File: src/rtl/vga_timing_gen.sv
// rtl/vga_timing_gen.sv - VGA raster timing generator with pixel-clock enable
// Produces the scan address plus delayed sync/active so they align with downstream colour data.
module vga_timing_gen #(
  parameter int CLK_DIV    = 4,
  parameter int H_ACTIVE   = 640,
  parameter int H_FP       = 16,
  parameter int H_SYNC     = 96,
  parameter int H_BP       = 48,
  parameter int V_ACTIVE   = 480,
  parameter int V_FP       = 10,
  parameter int V_SYNC     = 2,
  parameter int V_BP       = 33,
  parameter bit SYNC_POL   = 1'b0,
  parameter int SYNC_DELAY = 1
) (
  input  logic        clk,
  input  logic        rst,
  output logic        pix_en,
  output logic [19:0] address,
  output logic        h_sync,
  output logic        v_sync,
  output logic        active,
  output logic        line_start,
  output logic        frame_start
);

  localparam int H_TOTAL = H_ACTIVE + H_FP + H_SYNC + H_BP;
  localparam int V_TOTAL = V_ACTIVE + V_FP + V_SYNC + V_BP;
  localparam int DIV_W   = (CLK_DIV > 1) ? $clog2(CLK_DIV) : 1;
  localparam int PD      = (SYNC_DELAY > 0) ? SYNC_DELAY : 1;

  localparam logic [DIV_W-1:0] DIV_LAST = DIV_W'(CLK_DIV - 1);
  localparam logic [9:0] H_LAST  = 10'(H_TOTAL - 1);
  localparam logic [9:0] V_LAST  = 10'(V_TOTAL - 1);
  localparam logic [9:0] H_ACT   = 10'(H_ACTIVE);
  localparam logic [9:0] V_ACT   = 10'(V_ACTIVE);
  localparam logic [9:0] HS_BEG  = 10'(H_ACTIVE + H_FP);
  localparam logic [9:0] HS_END  = 10'(H_ACTIVE + H_FP + H_SYNC);
  localparam logic [9:0] VS_BEG  = 10'(V_ACTIVE + V_FP);
  localparam logic [9:0] VS_END  = 10'(V_ACTIVE + V_FP + V_SYNC);

  logic [DIV_W-1:0] div_cnt_q, div_cnt_d;
  logic [9:0]       hcount_q, hcount_d;
  logic [9:0]       vcount_q, vcount_d;
  logic [3*PD-1:0]  pipe_q, pipe_d;
  logic [2:0]       raw, del;
  logic             tick, h_wrap;

  logic        pix_en_q, line_start_q, frame_start_q;
  logic [19:0] address_q;
  logic        h_sync_q, v_sync_q, active_q;

  always_comb begin
    tick      = (div_cnt_q == DIV_LAST);
    div_cnt_d = tick ? '0 : div_cnt_q + 1'b1;
    h_wrap    = (hcount_q == H_LAST);
    hcount_d  = h_wrap ? 10'd0 : hcount_q + 10'd1;
    vcount_d  = vcount_q;
    if (h_wrap) vcount_d = (vcount_q == V_LAST) ? 10'd0 : vcount_q + 10'd1;
    // Raw terms are taken from the post-tick position so they match the address register.
    raw[2] = (hcount_d >= HS_BEG) && (hcount_d < HS_END);
    raw[1] = (vcount_d >= VS_BEG) && (vcount_d < VS_END);
    raw[0] = (hcount_d < H_ACT) && (vcount_d < V_ACT);
    pipe_d = (3*PD)'({pipe_q, raw});
    del    = (SYNC_DELAY == 0) ? raw : pipe_q[3*PD-1 -: 3];
  end

  always_ff @(posedge clk or negedge rst) begin
    if (!rst) begin
      div_cnt_q     <= '0;
      hcount_q      <= 10'd0;
      vcount_q      <= 10'd0;
      pipe_q        <= '0;
      pix_en_q      <= 1'b0;
      line_start_q  <= 1'b0;
      frame_start_q <= 1'b0;
      address_q     <= 20'd0;
      h_sync_q      <= ~SYNC_POL;
      v_sync_q      <= ~SYNC_POL;
      active_q      <= 1'b0;
    end else begin
      div_cnt_q     <= div_cnt_d;
      pix_en_q      <= tick;
      line_start_q  <= tick && (hcount_d == 10'd0);
      frame_start_q <= tick && (hcount_d == 10'd0) && (vcount_d == 10'd0);
      if (tick) begin
        hcount_q  <= hcount_d;
        vcount_q  <= vcount_d;
        address_q <= {vcount_d, hcount_d};
        pipe_q    <= pipe_d;
        h_sync_q  <= del[2] ? SYNC_POL : ~SYNC_POL;
        v_sync_q  <= del[1] ? SYNC_POL : ~SYNC_POL;
        active_q  <= del[0];
      end
    end
  end

  assign pix_en      = pix_en_q;
  assign address     = address_q;
  assign h_sync      = h_sync_q;
  assign v_sync      = v_sync_q;
  assign active      = active_q;
  assign line_start  = line_start_q;
  assign frame_start = frame_start_q;

endmodule

File: config.mk
export PLATFORM = sky130hd
export DESIGN_NAME = vga_timing_gen
export DESIGN_NICKNAME = d
export VERILOG_FILES = /design/src/rtl/vga_timing_gen.sv
export SDC_FILE = /design/constraint.sdc
export NUM_CORES = 1
export LEC_CHECK = 0
export CAP_MARGIN = 20
export CORE_ASPECT_RATIO = 0.5
export CORE_MARGIN = 2
export CORE_UTILIZATION = 45
export DETAILED_ROUTE_END_ITERATION = 10
export PLACE_DENSITY = 0.68
export SLEW_MARGIN = 15
export SYNTH_ARGS = -nofsm -noshare
export SYNTH_HDL_FRONTEND = slang
export SYNTH_SLANG_ARGS = --single-unit
File: constraint.sdc
create_clock -name clk -period 4.7 [get_ports clk]
set_input_delay 1.41 -clock clk [delete_from_list [all_inputs] [get_ports clk]]
set_output_delay 1.41 -clock clk [all_outputs]
set_load 0.05 [all_outputs]
==> metrics.csv <==
stage,metric,value,unit
sta,setup_viol,0,
place,io_buffer_count,27,
sta,max_freq,0.322,GHz
clocking,cts_root_buffer,clkbuf_8,
sta,finalHoldViolations,0,
logic_synthesis,synth_seq_cells,31,
floorplan,dieArea,0.00476,mm^2
clocking,clockBufferDepth,2,
setup_path,crit_type,flip-flop to output pin,
setup_path,path_max_fanout,12,
global_route,antenna_found_initial,0,
routing,dr.pass1.iters,4,
global_route,gr-usage-all-layers,0.181,
final_layout,layout-drive-gt1-share,0.0897,
global_route,grt_max_degree,32,
flow_run,cap_violations,0,
final_layout,area_growth,18.3,%
setup_path,path_depth,1,
routing,vias,1541,
sta,rsz0062_at_grt,false,
setup_path,cp_slowest_cell,clkdlybuf4s50_1,
logic_synthesis,async_flop_share,1.00,
routing,via_per_inst,5.56,
sta,tightest_slew,0.514,ns
routing,drtIter0Drc,68,
sta,timing.hold.ws,0.416,ns
logic_synthesis,ys_warn_count,0,
routing,route.detailed.drc,0,
setup_path,end_kind,output pin,
sta,relSlewSlack,0.656,
clocking,path_clk_slew,0.07,ns
clocking,cts.repair.resized,0,
logic_synthesis,ys_seq_area_frac,0.413,
logic_synthesis,synth.distinct_cells,43,
sta,drv_slew,0,
setup_path,critPathLaunchType,flip-flop,
setup_path,cp_top_family,buffers and inverters,
setup_path,path_cells,clkdlybuf4s50_1,
place,dp_hpwl,2.72,mm
sta,final.setup_skew,0.00684,ns
global_route,overflow,0,
setup_path,r2r_end,frame_start,
setup_path,rrSetupSlack,2.06,ns
setup_path,r2r_cells,6,
clocking,clk-insertion-delay-late,0.28,ns
setup_path,r2r-start,hcount_q[5],
routing,wl_per_cell,14.0,um
logic_synthesis,syn_area,0.00189,mm^2
clocking,numClockSinks,31,
routing,ant_nets,0,
power_and_ir_drop,ir_drop,0.113,mV
power_and_ir_drop,p_per_area,213,mW/mm^2
clocking,cts_made_buffers,5,
floorplan,initial_core_util,0.476,
global_route,grt_pass1_wl,6.57,mm
clocking,post_cts_buffers,0,
power_and_ir_drop,leakagePower,0.898,nW
place,place.gp.congestion,0.880,
logic_synthesis,synth_area_leaders,"dfrtp_1 (38%), xnor2_1 (7.0%), nand2_1 (5.4%)",
logic_synthesis,synth.largest_area_cell,dfrtp_1,
floorplan,coreArea,0.00396,mm^2
setup_path,worstSetupEndpoint,address[14],
logic_synthesis,synth-edff-count,0,
logic_synthesis,ys.flop_type,dfrtp_1,
sta,fin_crit,3.11,ns
floorplan,dieHeight,49.8,um
logic_synthesis,avgSynthCellArea,9.20,um^2
setup_path,slowest_delay,0.87,ns
setup_path,required,3.29,ns
logic_synthesis,syn_nets,212,
sta,period_share,0.661,
worst_hold_path,hold_class,flip-flop to flip-flop,
global_route,grt_pass1_vias,1373,
logic_synthesis,synth_top_cell_area_share,0.385,
setup_path,cp-startpoint,vcount_q[4],
routing,routed_wl,3.89,mm
final_layout,antenna_cells,0,
status,outcome,finished clean,
final_layout,fillCellCount,348,
sta,tns,0,ns
floorplan,io_pins,28,
clocking,cts_tree,built,
setup_path,arrival,1.70,ns
clocking,ctsHoldBuffers,0,
logic_synthesis,synth_cells,205,
floorplan,rows,16,
floorplan,die_w,95.5,um
setup_path,path_buf_inv,1,
clocking,htreeDepth,2,
final_layout,nets,229,
worst min-delay path by stage:
stage | from | endpoint | slack, ns | depth (start not counted)
3_3_place_gp | del[1] | v_sync | 0.40 | 1
6_report | del[1] | v_sync | 0.42 | 1
2_1_floorplan | del[2] | h_sync | 0.39 | 1
4_1_cts | del[1] | v_sync | 0.42 | 1
5_1_grt | del[2] | h_sync | 0.45 | 1
3_5_place_dp | del[1] | v_sync | 0.41 | 1
kinds of logic after synthesis:
group / count (synthesis) / synth area share
DFF: 31 / 0.413
and+or+nand+nor: 86 / 0.267
AOI/OAI and AO/OA: 38 / 0.125
buffers and inverters: 23 / 0.0551
muxes: 4 / 0.0226
adders and majority gates: 6 / 0.0385
xor gates and xnor gates: 17 / 0.0790
through the flow:
step	instances	total power, mW	area [um^2]	worst slack, ns	util
after floorplan	205	0.272	1890	2.18	-
after global placement	269	0.278	2150	1.92	0.542
after detailed placement	269	0.279	2150	1.89	0.542
after CTS	277	0.482	2230	1.58	0.563
after global routing	277	0.497	2230	1.53	0.563
final	277	0.475	2230	1.59	0.563
cells in the mapped netlist, types with 3 or more instances:
cell and instances:
nand4_1 5, nand2_1 27, dfrtp_1 29, a21oi_1 12, xnor2_1 15, clkbuf_1 15, o21ai_1 6, nand3_1 15
nor3_1 3, nor2_1 12, o31ai_1 6, nor4_1 5, inv_1 4, ha_1 5
state kept, by name, summed over array words and instances, names as in the netlist:
register / count
vcount_q: 10
hcount_q: 9
del: 3
div_cnt_q: 2
active: 1
address: 1
frame_start: 1
h_sync: 1
line_start: 1
pix_en: 1
v_sync: 1
layout by cell type, fill, tap and decap left out, drive strengths merged, types with 2 or more instances in the layout:
master / n
dfstp: 2
o22ai: 2
a21o: 2
buf: 2
a21oi: 12
mux2: 2
o211ai: 2
ha: 5
inv: 4
and4: 2
clkbuf: 7
nor4b: 2
nand2: 27
nor4: 9
nand3: 15
clkdlybuf4s50: 27
and3: 2
o31ai: 6
or4: 2
o21ai: 8
xnor2: 15
a31oi: 2
or3: 2
nand4: 6
xor2: 2
mux2i: 2
dfrtp: 29
nor3: 4
nor2: 12
power by group:
group | switching, mW | internal, mW | leakage [nW] | total, mW
registers | 0 | 0.267 | 0.401 | 0.267
clock network | 0.0981 | 0.104 | 0.0422 | 0.202
logic | 0.00512 | 0.00127 | 0.455 | 0.00638
total | 0.103 | 0.372 | 0.898 | 0.475
final cells by class:
cell class / instances / area, um^2 / area share
clock buffers: 7 / 76.3 / 0.0342
clock inverters: 1 / 5.00 / 0.00224
inverters: 4 / 15.0 / 0.00673
multi-input cells: 151 / 1000 / 0.450
flip-flops and latches: 31 / 778 / 0.349
well taps: 54 / 67.6 / 0.0303
repair buffers: 29 / 285 / 0.128
metal layers:
metal | global-route usage | part of all wire | vias to the layer above
li1 | - | - | 772
met1 | 0.264 | 0.51 | 732
met2 | 0.263 | 0.43 | 30
met3 | 0.0459 | 0.044 | 7
met4 | 0.0524 | 0.014 | 0
met5 | 0 | 0 | -
No activity file was read; power rests on OpenSTA's default activity.
